`src/rtl/abba_stream_scheduler.sv`:
```
// Round-robin time-multiplexed "abba" recognizer over NREQ symbol streams; result is registered 1 cycle after grant.
// Backpressure: gnt is the only acceptance signal, a stream whose symbol is not granted (or is being cleared) must hold it.
module abba_stream_scheduler #(
  parameter int NREQ = 4,
  parameter int IDW  = 2,
  parameter int CW   = 8
) (
  input  logic              clock,
  input  logic              reset_n,
  input  logic [NREQ-1:0]   req,
  input  logic [2*NREQ-1:0] sym,
  input  logic [NREQ-1:0]   clr,
  output logic [NREQ-1:0]   gnt,
  output logic              out_valid,
  output logic [IDW-1:0]    out_id,
  output logic              out_z,
  output logic [1:0]        out_state,
  input  logic [IDW-1:0]    rd_id,
  output logic [CW-1:0]     rd_count
);

  logic [1:0]      ctx [NREQ];
  logic [CW-1:0]   cnt [NREQ];
  logic [IDW-1:0]  rr;
  logic [NREQ-1:0] eligible;
  logic            grant_any;
  logic            grant_ok;
  logic [IDW-1:0]  win_id;
  logic [1:0]      cur_s;
  logic [1:0]      cur_x;
  logic [1:0]      nxt_s;
  logic            cur_z;

  // Stream index arithmetic modulo NREQ, valid for non-power-of-two NREQ.
  function automatic logic [IDW-1:0] wrap_inc(input logic [IDW-1:0] base, input int offs);
    int t;
    t = int'(base) + offs;
    if (t >= NREQ) t = t - NREQ;
    return t[IDW-1:0];
  endfunction

  assign eligible = req & ~clr;

  always_comb begin
    grant_any = 1'b0;
    win_id    = '0;
    for (int k = 0; k < NREQ; k++) begin
      if (!grant_any && eligible[wrap_inc(rr, k)]) begin
        grant_any = 1'b1;
        win_id    = wrap_inc(rr, k);
      end
    end
  end

  assign grant_ok = grant_any & reset_n;

  always_comb begin
    gnt = '0;
    if (grant_ok) gnt[win_id] = 1'b1;
  end

  // Shared step function, evaluated only for the granted stream.
  assign cur_s    = ctx[win_id];
  assign cur_x    = sym[{win_id, 1'b0} +: 2];
  assign nxt_s[1] = cur_s[0] & ~cur_x[1] & cur_x[0];
  assign nxt_s[0] = (~cur_s[1] & cur_s[0] & ~cur_x[1]) | (~cur_s[1] & ~cur_x[0]) | (cur_s[0] & ~cur_x[0]);
  assign cur_z    = cur_s[1] & ~cur_s[0] & ~cur_x[1] & ~cur_x[0];

  always_ff @(posedge clock or negedge reset_n) begin
    if (!reset_n) begin
      for (int i = 0; i < NREQ; i++) begin
        ctx[i] <= 2'b00;
        cnt[i] <= '0;
      end
      rr        <= '0;
      out_valid <= 1'b0;
      out_id    <= '0;
      out_z     <= 1'b0;
      out_state <= 2'b00;
    end else begin
      // A cleared stream is never eligible, so clear and write-back cannot target the same context.
      for (int i = 0; i < NREQ; i++) begin
        if (clr[i]) ctx[i] <= 2'b00;
      end
      out_valid <= grant_ok;
      if (grant_ok) begin
        ctx[win_id] <= nxt_s;
        rr          <= wrap_inc(win_id, 1);
        out_id      <= win_id;
        out_z       <= cur_z;
        out_state   <= nxt_s;
        if (cur_z && cnt[win_id] != '1) cnt[win_id] <= cnt[win_id] + 1'b1;
      end
    end
  end

  assign rd_count = (int'(rd_id) < NREQ) ? cnt[rd_id] : '0;

endmodule
```
`config.mk`:
```
export PLATFORM = sky130hd
export DESIGN_NAME = abba_stream_scheduler
export DESIGN_NICKNAME = d
export VERILOG_FILES = /design/src/rtl/abba_stream_scheduler.sv
export SDC_FILE = /design/constraint.sdc
export NUM_CORES = 1
export LEC_CHECK = 0
export BUFFER_PORTS_ARGS = -buffer_cell sky130_fd_sc_hd__buf_2
export CAP_MARGIN = 20
export CORE_UTILIZATION = 55
export DETAILED_ROUTE_END_ITERATION = 6
export GPL_ROUTABILITY_DRIVEN = 0
export GPL_TIMING_DRIVEN = 0
export PLACE_DENSITY_LB_ADDON = 0.12
export SYNTH_ARGS = -nofsm -noshare
export SYNTH_HDL_FRONTEND = slang
export SYNTH_SLANG_ARGS = --single-unit
```
`constraint.sdc`:
```
create_clock -name clock -period 3.2 [get_ports clock]
set_input_delay 0.32 -clock clock [delete_from_list [all_inputs] [get_ports clock]]
set_output_delay 0.32 -clock clock [all_outputs]
set_load 0.01 [all_outputs]
```
Yosys cells after proc, flatten, opt, wreduce, memory -nomap -nowiden
Index checks and enable logic that the tools add are counted.

Flip-flop bits (word level): 48. Input port bits: 20. Output and inout bits: 18. Word-level logic and storage cells: 113.

Add/sub/neg operators: 10. $lt $le $gt $ge: 14. Equality and inequality tests: 1. Shift-type cells: 1. Multiplexer cells: 44. Bitwise logic cells: 20. Reduce and logical (&&, ||, !) cells: 10.

Operators by type and width (number): 8-bit 2-to-1 mux (6); 8-bit binary-select mux with 2-bit select (2); 32-bit bitwise mux (1); 2-bit 2-to-1 mux (16); 3-bit >= comparator (second input constant) (6); 8-bit demux with 2-bit select (1); 2-bit by 3-bit less-than comparator with 1-bit output (second input constant) (5); 1-bit AND (10); 2-bit by 1-bit subtractor with 2-bit output (second input constant) (5); 1-bit 2-to-1 mux (9); 8-bit by 1-bit adder with 8-bit output (second input constant) (1); 1-bit binary-select mux with 2-bit select (4); 8-bit bitwise mux (1); 8-bit != test (second input constant) (1); 8-bit by 4-bit variable part select with 2-bit output (1); 2-bit by 1-bit adder with 3-bit output (second input constant) (2); 2-bit by 2-bit adder with 3-bit output (second input constant) (2); 1-bit logical AND (6); 2-bit inverter with 3-bit output (2); 4-bit AND (1); 2-bit binary-select mux with 2-bit select (1); 2-bit demux with 2-bit select (1); 4-bit 2-to-1 mux (1); 1-bit inverter (4); other kinds (8) (11).

Depth between registers and ports, before layout
Gate-level depths: netlist (run 1).

Depth in word-level cells: 25. Mapped depth: 13.

Worst setup path before layout (run 1)
OpenSTA, ideal clock, no wires.

Kind: register to register. Start point: register rr[1]. End point: register cnt[11] (netlist name). Setup time: 0.128 ns. Data arrival time: 2.760 ns. Required time: 3.072 ns. Path slack: 0.312 ns. Cell stages (with the launch flop): 13. Path buffers: 2. Clock period less this slack: 2.888 ns. Cell sequence: dfrtp_1 -> or4b_1 -> o31ai_2 -> nor2_4 -> buf_2 -> a21oi_1 -> a32o_1 -> inv_1 -> ha_1 -> nand4bb_1 -> buf_2 -> nand3_4 -> mux2_1.

Cells in the longest elaborated chain, start to end: 24. Elaborated cells between the ends (all ways): 62. Those cells by class: add/sub (8); order compare (6); eq/ne (1); shift (1); mux (29); bitwise (8); reduce/logical (9).

Ends and longest elaborated chain: from (decl) (RTL line 24) `logic [IDW-1:0] rr;`; from (signal assigned) (RTL line 88) `rr <= wrap_inc(win_id, 1);`; parallel branches: the longest is 24 deep, another holds 2-bit by 1-bit adder with 3-bit output; to (signal, indexed assignment) (RTL line 73) `cnt[i] <= '0;`; to (decl) (RTL line 23) `logic [CW-1:0] cnt [NREQ];`.

Parallel ways; which one is timed is not known. The select of a mux whose other input is x is not followed. A chain may end at the register's enable or synchronous reset.

Worst setup path after layout (run 1)
Start point: register rr[1]. End point: register cnt[31] (netlist name).

Same word-level chain as after synthesis.

==> insert_results.sql, run 1 <==
INSERT INTO impl_metrics (metric_group, metric, value, unit) VALUES
('run_status', 'status', 'finished, final reports clean', ''),
('worst_setup_path', 'setup.worst_path.start_class', 'flip-flop', ''),
('worst_setup_path', 'worst_setup_path_startpoint', 'rr[1]', ''),
('cts', 'clock_latency_late_sink', '0.30', 'ns'),
('worst_setup_path', 'worst-r2r-setup-slack', '0.12', 'ns'),
('min_path', 'worst_hold_path_type', 'primary input to flip-flop', ''),
('worst_setup_path', 'cp_slowest_stage_delay', '0.53', 'ns'),
('final_layout', 'layout_common_cells', 'sky130_fd_sc_hd__dfrtp_1 (47), sky130_fd_sc_hd__buf_2 (38), sky130_fd_sc_hd__nand2_1 (38), sky130_fd_sc_hd__mux2_2 (31), sky130_fd_sc_hd__mux2i_1 (24)', ''),
('route', 'vias_per_cell', '5.86', ''),
('yosys', 'synth_seq_area_share', '41.2', '%'),
('sta', 'worstMarginPinSlew', '0.689', 'ns'),
('worst_setup_path', 'path_max_fanout', '10', ''),
('sta', 'total_neg_setup_slack', '0', 'ns'),
('floorplan', 'die_area', '0.00560', 'mm²'),
('cts', 'cts.path.max_buffers', '2', ''),
('yosys', 'synth_compound_area_share', '8.11', '%'),
('yosys', 'postSynthNetCount', '285', ''),
('route', 'drt_first_pass_iters', '4', ''),
('final_layout', 'final_net_count', '334', ''),
('power', 'power.total', '1.33', 'mW'),
('yosys', 'muxShareOfSynthArea', '27.9', '%'),
('route', 'routed_wire_length_per_instance', '17.3', 'µm'),
('sta', 'final-setup-viol-count', '0', ''),
('sta', 'period_needed', '3.08', 'ns'),
('sta', 'max_freq', '325', 'MHz'),
('worst_setup_path', 'critPathCapture', 'cnt[31]', ''),
('worst_setup_path', 'critical-path-slowest-cell', 'sky130_fd_sc_hd__or4b_1', ''),
('power', 'power.leakage', '1.63', 'nW'),
('route', 'drc_errors', '0', ''),
('route', 'via_count', '2225', ''),
('cts', 'cts.reportedPaths.clkPinSlew', '0.09', 'ns'),
('worst_setup_path', 'worst_path_arrival', '3.27', 'ns'),
('final_layout', 'diodes', '0', ''),
('floorplan', 'i_o_pin_cnt', '38', ''),
('yosys', 'post_synth_instance_area', '0.00292', 'mm²'),
('sta', 'fin_skew', '0.00672', 'ns'),
('worst_setup_path', 'required', '3.39', 'ns'),
('worst_setup_path', 'cp_cell_sequence', 'or4b_1, o31ai_2, nor2_4, inv_4, buf_6, nand2_1, a32o_2, inv_2, ha_4, nand4bb_1, buf_4, nand3_4, mux2_2', ''),
('grt', 'gr-usage-all-layers', '25.1', '%'),
('place', 'post-dp-hpwl', '4.48', 'mm'),
('route', 'routed_wl', '6.56', 'mm'),
('worst_setup_path', 'crit_end_element', 'flip-flop', ''),
('worst_setup_path', 'ff2ff_path_depth', '13', ''),
('final_layout', 'drive_above_1_share', '35.5', '%'),
('floorplan', 'placementRows', '26', ''),
('cts', 'tritoncts.num_buffers', '5', ''),
('floorplan', 'fp.dieH', '74.8', 'µm'),
('route', 'detail-route-antenna-nets', '0', ''),
('floorplan', 'floorplan.initialDensity', '57.1', '%'),
('yosys', 'asyncSetResetFlopFracSynth', '100', '%'),
('worst_setup_path', 'r2r_end', 'cnt[31]', ''),
('yosys', 'synth-edff-count', '0', ''),
('yosys', 'synth_warnings', '0', ''),
('cts', 'cts_root_buf', 'sky130_fd_sc_hd__clkbuf_8', ''),
('yosys', 'synth_xor_xnor_area_share', '1.50', '%'),
('sta', 'finalMaxSlewViolations', '0', ''),
('cts', 'clock-sinks', '48', ''),
('place', 'dpl_worst_slack', '-0.131', 'ns'),
('place', 'numPortBuffers', '35', ''),
('grt', 'grt_pass1_vias', '1959', ''),
('power', 'ir_worst_vdd', '0.000265', 'V'),
('final_layout', 'area.growth.synth_to_final', '16.2', '%'),
('grt', 'grt_start_max_net_pins', '50', ''),
('sta', 'hold_viol_final', '0', ''),
('sta', 'slew_headroom', '54.1', '%'),
('grt', 'number_of_antenna_violations_at_the_first_check_in_global_routing', '0', ''),
('yosys', 'post_synth_fa_ha_maj_area_fraction', '2.15', '%'),
('cts', 'cts_tree', 'yes', ''),
('yosys', 'synth_flop_cell', 'sky130_fd_sc_hd__dfrtp_1', ''),
('yosys', 'synth_simple_gate_area_share', '15.9', '%'),
('floorplan', 'coreArea', '0.00511', 'mm²');
[sequential cells by signal, indices dropped and copies added, names as in the netlist]
name / count
out_state: 2
out_id: 2
cnt: 32
rr: 2
out_valid: 1
ctx: 8
out_z: 1
[per-layer routing]
metal  global-route usage [%]  share of wire, %  vias up
met1                     38.8                51     1110
met5                        0                 0        -
li1                         -                 -     1051
met3                     4.28               4.1        7
met2                     36.4                44       57
met4                     6.29              0.96        0
[worst min-delay path by stage]
stage / start / endpoint / slack [ns] / cells past startpoint
final: clr[3] / ctx[0] / 0.31 / 3
after global routing: clr[1] / ctx[4] / 0.32 / 3
after CTS: reset_n / ctx[3] / 0.26 / 1
after detailed placement: out_z / out_z / 0.46 / 2
after global placement: out_id[0] / out_id[0] / 0.46 / 1
after floorplan: reset_n / cnt[0] / 0.02 / 0
[cell usage after synthesis, types with 3 or more instances]
library cell / instances / share of area (%)
sky130_fd_sc_hd__a21oi_1: 9 / 1.5
sky130_fd_sc_hd__a31oi_1: 3 / 0.64
sky130_fd_sc_hd__buf_2: 4 / 0.69
sky130_fd_sc_hd__clkbuf_1: 3 / 0.39
sky130_fd_sc_hd__dfrtp_1: 48 / 41
sky130_fd_sc_hd__ha_1: 5 / 2.1
sky130_fd_sc_hd__inv_1: 7 / 0.90
sky130_fd_sc_hd__mux2_1: 4 / 1.5
sky130_fd_sc_hd__mux2_2: 31 / 12
sky130_fd_sc_hd__mux2i_1: 24 / 8.2
sky130_fd_sc_hd__mux4_2: 8 / 6.2
sky130_fd_sc_hd__nand2_1: 38 / 4.9
sky130_fd_sc_hd__nand3_1: 9 / 1.5
sky130_fd_sc_hd__nand3_4: 4 / 2.4
sky130_fd_sc_hd__nand3b_1: 9 / 2.3
sky130_fd_sc_hd__nor2_1: 4 / 0.51
sky130_fd_sc_hd__o21ai_0: 13 / 2.2
sky130_fd_sc_hd__xnor2_1: 3 / 0.90
[power breakdown]
part	total, mW	internal, mW	switching [mW]	leakage (nW)
Combinational	0.307	0.123	0.185	0.917
Sequential	0.648	0.630	0.0178	0.657
Clock	0.378	0.173	0.205	0.0510
Total	1.33	0.926	0.407	1.63
[through the flow]
stage | instances | instance area [µm²] | utilization (%)
floorplan | 260 | 2920 | -
global placement | 365 | 3180 | 62.2
detailed placement | 365 | 3180 | 62.2
CTS | 373 | 3280 | 64.3
global route | 380 | 3390 | 66.3
finish | 380 | 3390 | 66.3
[final cells by class]
cell class | count | area, µm²
Clock buffer | 6 | 82.6
Timing Repair Buffer | 42 | 255
Buffer | 10 | 60.1
Multi-Input combinational cell | 193 | 1650
Clock inverter | 2 | 10.0
Sequential cell | 48 | 1200
Inverter | 9 | 36.3
Tap cell | 70 | 87.6
Fill cell | 411 | 1720
[worst max-delay path: cells and delay by family (launching register included)]
family / cells / cell delay, ns
AND/OR/NAND/NOR: 5 / 0.99
buffers and inverters: 4 / 0.58
flip-flops: 1 / 0.45
AO/OA/AOI/OAI: 2 / 0.42
multiplexers: 1 / 0.35
adder cells (fa/ha/maj): 1 / 0.16
[timing repair]
action | CTS | global route
hold buffers | 0 | 1
pin swaps | 0 | 6
endpoints found under the setup margin | 32 | 32
endpoints found under the hold margin | 0 | 15
resized for setup | 4 | 4
buffers inserted | 0 | 5
[cell families (layout without fill, tap and decap cells)]
family | after synthesis | after routing
flip-flops | 48 | 48
buffers and inverters | 19 | 69
AND/OR/NAND/NOR | 80 | 80
AO/OA/AOI/OAI | 36 | 36
adder cells (fa/ha/maj) | 5 | 5
multiplexers | 67 | 67
XOR/XNOR | 5 | 5
Note: power is estimated with default switching activity, not from simulation.
==> run 2, diff against run 1 <==
ABC_AREA = 1   (was not set)
ABC_CLOCK_PERIOD_IN_PS = 3200   (was not set)
==> run 2 against run 1 <==
Net effect: fmax is 0.18% lower; via count is 56% higher; utilization is 4.3 points higher; wire length is 52% higher; highest routed layer unchanged; hold slack better by 0.034 ns; largest power group is now combinational logic; critical path depth is 1 higher; die area is 13% higher; cell count is 58% higher.
==> insert_results.sql, run 2 <==
INSERT INTO impl_metrics (metric_group, metric, value, unit) VALUES
('cts', 'cts.path.max_buffers', '2', ''),
('yosys', 'synth-seq-cells', '48', ''),
('power', 'power.leakage', '2.07', 'nW'),
('route', 'drt_first_pass_iters', '5', ''),
('power', 'ir_worst_vdd', '0.000721', 'V'),
('worst_setup_path', 'setup.worst_path.start_class', 'flip-flop', ''),
('cts', 'cts_root_buf', 'sky130_fd_sc_hd__clkbuf_8', ''),
('yosys', 'synth_seq_area_share', '36.5', '%'),
('floorplan', 'coreArea', '0.00564', 'mm²'),
('flow_run', 'maxCapViolations', '0', ''),
('place', 'numPortBuffers', '37', ''),
('yosys', 'asyncSetResetFlopFracSynth', '100', '%'),
('grt', 'gr-usage-all-layers', '32.5', '%'),
('floorplan', 'fp.dieH', '79.4', 'µm'),
('worst_setup_path', 'required', '2.88', 'ns'),
('route', 'routed_wl', '9.95', 'mm'),
('sta', 'hold_viol_final', '0', ''),
('cts', 'cts.reportedPaths.clkPinSlew', '0.09', 'ns'),
('final_layout', 'fin_util', '70.6', '%'),
('grt', 'global_route.overflow_total', '0', ''),
('final_layout', 'fill_cells', '463', ''),
('sta', 'worstMarginPinSlew', '0.576', 'ns'),
('min_path', 'worst_hold_path_type', 'primary input to flip-flop', ''),
('grt', 'grt_start_max_net_pins', '50', ''),
('route', 'vias_per_cell', '5.78', ''),
('sta', 'period_needed', '3.09', 'ns'),
('worst_setup_path', 'worst-r2r-setup-slack', '0.15', 'ns'),
('sta', 'setup_ws', '0.114', 'ns'),
('power', 'power_density', '1170', 'mW/mm²'),
('cts', 'cts_htree_levels', '2', ''),
('grt', 'number_of_antenna_violations_at_the_first_check_in_global_routing', '0', ''),
('floorplan', 'placementRows', '27', ''),
('cts', 'cts_tree', 'yes', ''),
('final_layout', 'largest_reg_flops', '32', ''),
('final_layout', 'final_net_count', '554', ''),
('worst_setup_path', 'setup.worst_path.class', 'flip-flop to output port', ''),
('sta', 'fin_skew', '0.00666', 'ns'),
('yosys', 'yosys-top-cells-area', 'sky130_fd_sc_hd__dfrtp_1 (37%), sky130_fd_sc_hd__nand2_1 (19%), sky130_fd_sc_hd__nand3_1 (7.6%), sky130_fd_sc_hd__inv_1 (5.2%), sky130_fd_sc_hd__o21ai_0 (3.8%)', ''),
('yosys', 'synth-edff-count', '0', ''),
('min_path', 'hold_path.startpoint', 'clr[0]', ''),
('worst_setup_path', 'worst_path_arrival', '2.77', 'ns'),
('final_layout', 'commonest_non_fill_non_tap_cell_in_the_layout', 'sky130_fd_sc_hd__nand2_1', ''),
('worst_setup_path', 'ff2ff_path_depth', '21', ''),
('sta', 'final-setup-viol-count', '0', ''),
('place', 'place_area', '0.00357', 'mm²'),
('cts', 'clock_latency_late_sink', '0.31', 'ns'),
('floorplan', 'floorplan.initialDensity', '58.3', '%'),
('place', 'post-dp-hpwl', '6.37', 'mm'),
('final_layout', 'area.growth.synth_to_final', '21.1', '%'),
('route', 'via_count', '3480', ''),
('final_layout', 'largest_register', 'cnt', ''),
('yosys', 'ys_top_cells_by_count', 'sky130_fd_sc_hd__nand2_1 (166), sky130_fd_sc_hd__nand3_1 (50), sky130_fd_sc_hd__dfrtp_1 (48)', ''),
('grt', 'global_route_wire_length_before_repair', '15.4', 'mm'),
('run_status', 'status', 'finished, final reports clean', ''),
('yosys', 'synth_largest_area_cell', 'sky130_fd_sc_hd__dfrtp_1', ''),
('yosys', 'synth_warnings', '0', ''),
('yosys', 'postSynthNetCount', '495', ''),
('final_layout', 'layout_common_cells', 'sky130_fd_sc_hd__nand2_1 (162), sky130_fd_sc_hd__nand3_1 (49), sky130_fd_sc_hd__dfrtp_1 (48), sky130_fd_sc_hd__inv_1 (46), sky130_fd_sc_hd__buf_2 (41)', ''),
('yosys', 'post_synth_instance_area', '0.00329', 'mm²'),
('cts', 'tritoncts.num_buffers', '5', ''),
('sta', 'max_freq', '324', 'MHz'),
('route', 'detail-route-antenna-nets', '0', ''),
('yosys', 'postSynthAreaPerCell', '7.00', 'µm²'),
('final_layout', 'finalInstanceArea', '0.00399', 'mm²'),
('sta', 'final_min_period_over_clock_period', '96.4', '%'),
('power', 'power.total', '4.66', 'mW'),
('final_layout', 'diodes', '0', ''),
('sta', 'finalMaxSlewViolations', '0', ''),
('route', 'detailedRoute.firstIterationViolations', '370', ''),
('floorplan', 'die_area', '0.00630', 'mm²'),
('yosys', 'yosysUniqueCellTypes', '31', ''),
('yosys', 'share_of_the_synthesized_area_in_the_top_cell_type', '36.5', '%'),
('grt', 'grt_pass1_vias', '3138', ''),
('min_path', 'min_delay_path_depth', '4', ''),
('worst_setup_path', 'r2r_end', 'cnt[23]', ''),
('place', 'dpl_worst_slack', '0.000787', 'ns'),
('min_path', 'holdPathEnd', 'ctx[7]', ''),
('floorplan', 'i_o_pin_cnt', '38', ''),
('route', 'routed_wire_length_per_instance', '16.5', 'µm'),
('sta', 'hold_slack', '0.339', 'ns'),
('cts', 'clock-sinks', '48', ''),
('final_layout', 'drive_above_1_share', '21.1', '%'),
('floorplan', 'die-width', '79.4', 'µm'),
('worst_setup_path', 'path_max_fanout', '11', ''),
('final_layout', 'biggestRegsByFlops', 'cnt: 32 flops, ctx: 8 flops', ''),
('yosys', 'synth_flop_cell', 'sky130_fd_sc_hd__dfrtp_1', ''),
('yosys', 'netlist_instances', '470', ''),
('route', 'drc_errors', '0', ''),
('sta', 'slew_headroom', '61.6', '%'),
('worst_setup_path', 'r2r_startpoint', 'rr[1]', ''),
('worst_setup_path', 'crit_end_element', 'output port', ''),
('yosys', 'synthMostInstantiatedCell', 'sky130_fd_sc_hd__nand2_1', '');
## run 2: report_power, final
group	total, mW	switching [mW]	internal, mW
sequential	0.918	0.126	0.792
combinational	3.25	2.17	1.08
clock	0.491	0.215	0.276
## run 2: worst max path at each step
stage                      start  endpoint  slack, ns  depth (start not counted)
after floorplan            rr[0]   cnt[10]       0.49                         21
after global placement    clr[2]    cnt[2]       0.07                         21
after detailed placement  clr[2]   cnt[22]     0.0008                         22
after CTS                  rr[0]    cnt[4]      0.005                         21
after global routing       rr[1]   cnt[18]      -0.04                         21
final                      rr[1]    gnt[3]       0.11                         14
## run 2: logic make-up after synthesis
family                     Yosys count  synth area share, %
buffers and inverters               68                 10.3
and+or+nand+nor                    283                 40.0
adders and majority gates            5                 1.90
DFF                                 48                 36.5
AOI/OAI and AO/OA                   63                 10.5
xor gates and xnor gates             3                0.799
## run 2: cell type report
class	instances	area, µm²	area share (%)
Clock inverter	1	30.0	0.754
Inverter	50	195	4.90
Clock buffer	7	96.3	2.42
Buffer	18	159	3.99
Tap cell	72	90.1	2.26
Multi-Input combinational cell	354	1850	46.4
Timing Repair Buffer	52	365	9.17
Sequential cell	48	1200	30.1
## run 2: repair_timing
item                                    CTS  global route
setup buffers                             0            10
hold endpoints to repair                  0            12
endpoints found under the setup margin    1            32
resized for setup                         1            22
hold buffers                              0             1
pin swaps                                 0             8
gates cloned                              0             3
## run 2: critical path, stage by stage (launching register included)
cell and delay, ns:
sky130_fd_sc_hd__dfrtp_1 0.44, sky130_fd_sc_hd__inv_2 0.14, sky130_fd_sc_hd__nand2_1 0.08, sky130_fd_sc_hd__nand2_2 0.12
sky130_fd_sc_hd__nand3_2 0.09, sky130_fd_sc_hd__nand2_2 0.09, sky130_fd_sc_hd__nand4_1 0.13, sky130_fd_sc_hd__nand3_1 0.16
sky130_fd_sc_hd__nand2_4 0.15, sky130_fd_sc_hd__inv_4 0.15, sky130_fd_sc_hd__buf_6 0.17, sky130_fd_sc_hd__ha_1 0.26
sky130_fd_sc_hd__inv_1 0.10, sky130_fd_sc_hd__nor2_1 0.20, sky130_fd_sc_hd__buf_2 0.17
## run 2: metrics by stage
| step | instances | TNS [ns] |
|---|---|---|
| final | 602 | 0 |
| after global routing | 602 | -0.258 |
| after CTS | 587 | 0 |
| after detailed placement | 579 | 0 |
| after global placement | 579 | 0 |
| after floorplan | 470 | 0 |
## run 2: layer usage
| layer | up-vias | share of wire (%) | global-route usage, % |
|---|---|---|---|
| met4 | 0 | 2.3 | 11.5 |
| met1 | 1642 | 44 | 47.1 |
| met2 | 168 | 46 | 49.6 |
| met3 | 27 | 7.9 | 4.25 |
| li1 | 1643 | - | - |
| met5 | - | 0 | 0 |
==> run 3, diff against run 2 <==
ABC_CLOCK_PERIOD_IN_PS = 3500   (was 3200)
CTS_CLUSTER_SIZE = 28   (was not set)
clock period = 3.5 ns   (was 3.2 ns; I/O delays follow)
==> run 3 against run 2 <==
Net effect: utilization fell by 4.5 points; design area is 6.3% lower; critical endpoint is now cnt[4]; global-route usage hardly changed; largest power group unchanged; clock power down 10%; total power is 15% lower; register-to-register slack improved by 0.08 ns; cell count decreased by 2.2%; non-clock buffer count decreased by 13; sequential power down 8.6%; first-iteration DRC count decreased by 2.2%; critical path type is now flip-flop to flip-flop; highest routed layer unchanged.
==> insert_results.sql, run 3 (same netlist as run 2, synthesis figures left out) <==
INSERT INTO impl_metrics (metric_group, metric, value, unit) VALUES
('place', 'post-dp-hpwl', '6.37', 'mm'),
('route', 'detailedRoute.firstIterationViolations', '362', ''),
('floorplan', 'die_area', '0.00630', 'mm²'),
('worst_setup_path', 'setup.worst_path.start_class', 'flip-flop', ''),
('final_layout', 'drive_above_1_share', '17.8', '%'),
('route', 'via_count', '3269', ''),
('sta', 'period_needed', '3.27', 'ns'),
('final_layout', 'area.growth.synth_to_final', '13.4', '%'),
('sta', 'final_min_period_over_clock_period', '93.4', '%'),
('worst_setup_path', 'r2r_startpoint', 'rr[0]', ''),
('worst_setup_path', 'required', '3.75', 'ns'),
('grt', 'gr-usage-all-layers', '32.5', '%'),
('flow_run', 'maxCapViolations', '0', ''),
('sta', 'fin_skew', '0.00708', 'ns'),
('worst_setup_path', 'cp_cell_sequence', 'buf_6, nand3_1, nand3_1, nand2_1, inv_1, a21oi_1, nand2_1, nand2_2, buf_6, buf_6, nand2_1, nand3_1, nand2_2, ha_1, nand3_1, nor2_4, nand2_2, nand2_2, nor2_2, nand2_1, nand2_1', ''),
('floorplan', 'placementRows', '27', ''),
('power', 'ir_worst_vdd', '0.000634', 'V'),
('grt', 'grt_start_max_net_pins', '50', ''),
('sta', 'hold_viol_final', '0', ''),
('place', 'dpl_worst_slack', '0.271', 'ns'),
('min_path', 'hold_path.startpoint', 'clr[0]', ''),
('route', 'routed_wl', '9.25', 'mm'),
('final_layout', 'diodes', '0', ''),
('min_path', 'worst_hold_path_type', 'primary input to flip-flop', ''),
('final_layout', 'fin_util', '66.2', '%'),
('cts', 'cts_htree_levels', '2', ''),
('final_layout', 'final_net_count', '541', ''),
('route', 'drt_first_pass_iters', '4', ''),
('cts', 'cts.reportedPaths.clkPinSlew', '0.09', 'ns'),
('worst_setup_path', 'critical-path-top-cell-by-count', 'sky130_fd_sc_hd__nand2_1', ''),
('route', 'detail-route-antenna-nets', '0', ''),
('route', 'routed_wire_length_per_instance', '15.7', 'µm'),
('cts', 'clock_latency_late_sink', '0.30', 'ns'),
('sta', 'worstMarginPinSlew', '0.578', 'ns'),
('worst_setup_path', 'worst_path_arrival', '3.51', 'ns'),
('final_layout', 'largest_reg_flops', '32', ''),
('sta', 'finalMaxSlewViolations', '0', ''),
('sta', 'hold_slack', '0.362', 'ns'),
('worst_setup_path', 'path_max_fanout', '11', ''),
('place', 'numPlacedInstances', '579', ''),
('worst_setup_path', 'cp_slowest_stage_delay', '0.39', 'ns'),
('final_layout', 'biggestRegsByFlops', 'cnt: 32 flops, ctx: 8 flops', ''),
('power', 'power.leakage', '1.96', 'nW'),
('worst_setup_path', 'worst_setup_path_startpoint', 'rr[0]', ''),
('sta', 'total_neg_setup_slack', '0', 'ns'),
('sta', 'max_freq', '306', 'MHz'),
('worst_setup_path', 'crit_end_element', 'flip-flop', ''),
('floorplan', 'coreArea', '0.00564', 'mm²'),
('final_layout', 'largest_register', 'cnt', ''),
('grt', 'grt_pass1_vias', '3137', ''),
('worst_setup_path', 'setup.worst_path.class', 'flip-flop to flip-flop', ''),
('grt', 'global_route_wire_length_before_repair', '15.4', 'mm'),
('cts', 'cts.path.max_buffers', '2', ''),
('cts', 'tritoncts.num_buffers', '5', ''),
('final_layout', 'finalInstanceArea', '0.00373', 'mm²'),
('final_layout', 'layoutNonFillerInstCount', '589', ''),
('cts', 'cts_root_buf', 'sky130_fd_sc_hd__clkbuf_8', ''),
('cts', 'clock-sinks', '48', ''),
('floorplan', 'floorplan.initialDensity', '58.3', '%'),
('final_layout', 'commonest_non_fill_non_tap_cell_in_the_layout', 'sky130_fd_sc_hd__nand2_1', ''),
('sta', 'rsz0062_at_grt', 'no', ''),
('place', 'numPortBuffers', '37', ''),
('route', 'vias_per_cell', '5.55', ''),
('final_layout', 'layout_common_cells', 'sky130_fd_sc_hd__nand2_1 (166), sky130_fd_sc_hd__nand3_1 (50), sky130_fd_sc_hd__dfrtp_1 (48), sky130_fd_sc_hd__inv_1 (46), sky130_fd_sc_hd__buf_2 (41)', ''),
('floorplan', 'die-width', '79.4', 'µm'),
('grt', 'global_route.overflow_total', '0', ''),
('worst_setup_path', 'critical-path-slowest-cell', 'sky130_fd_sc_hd__dfrtp_1', ''),
('cts', 'cts_tree', 'yes', ''),
('sta', 'final-setup-viol-count', '0', ''),
('grt', 'number_of_antenna_violations_at_the_first_check_in_global_routing', '0', ''),
('sta', 'setup_ws', '0.232', 'ns'),
('route', 'drc_errors', '0', ''),
('floorplan', 'i_o_pin_cnt', '38', ''),
('power', 'power.total', '3.97', 'mW'),
('sta', 'slew_headroom', '61.4', '%'),
('power', 'power_density', '1060', 'mW/mm²'),
('place', 'place_area', '0.00357', 'mm²'),
('run_status', 'status', 'finished, final reports clean', ''),
('floorplan', 'fp.dieH', '79.4', 'µm');
[run 3: path summary, 6_finish.rpt]
kind / to / slack [ns] / cells past startpoint
max: cnt[4] / 0.23 / 21
min: ctx[6] / 0.36 / 4
max reg2reg: cnt[4] / 0.23 / 21
min reg2reg: out_state[0] / 0.49 / 2
max in group asynchronous: cnt[25] / 2.51 / 3
min in group asynchronous: ctx[7] / 0.46 / 2
[run 3: final cells by class]
| class | instances | area (µm²) |
|---|---|---|
| Inverter | 50 | 195 |
| Buffer | 18 | 144 |
| Clock inverter | 1 | 30.0 |
| Fill cell | 516 | 1910 |
| Sequential cell | 48 | 1200 |
| Multi-Input combinational cell | 354 | 1760 |
| Tap cell | 72 | 90.1 |
| Timing Repair Buffer | 39 | 215 |
| Clock buffer | 7 | 96.3 |
[run 3: report_power, final]
group          internal [mW]  switching (mW)  leakage (nW)  total [mW]
sequential             0.724           0.115         0.653       0.839
combinational          0.854            1.83          1.24        2.69
clock                  0.252           0.190        0.0645       0.442
[run 3: per-layer routing]
metal  global-route usage, %  part of all wire [%]  vias up
met5                       0                     0        -
met4                    11.1                   1.8        0
met3                    4.60                   5.7       16
met2                    49.7                    46      103
met1                    46.9                    47     1539
li1                        -                     -     1611
[run 3: critical path: cells and delay by family (launching register included)]
family,cells,cell delay (ns)
AO/OA/AOI/OAI,1,0.14
buffers and inverters,4,0.53
flip-flops,1,0.39
AND/OR/NAND/NOR,15,1.87
adder cells (fa/ha/maj),1,0.26
[run 3: what timing repair did]
action,in CTS,in global routing
hold buffers,0,1
endpoints found under the hold margin,0,12
endpoints found under the setup margin,0,5
buffers inserted,0,0
gates resized for setup,0,2
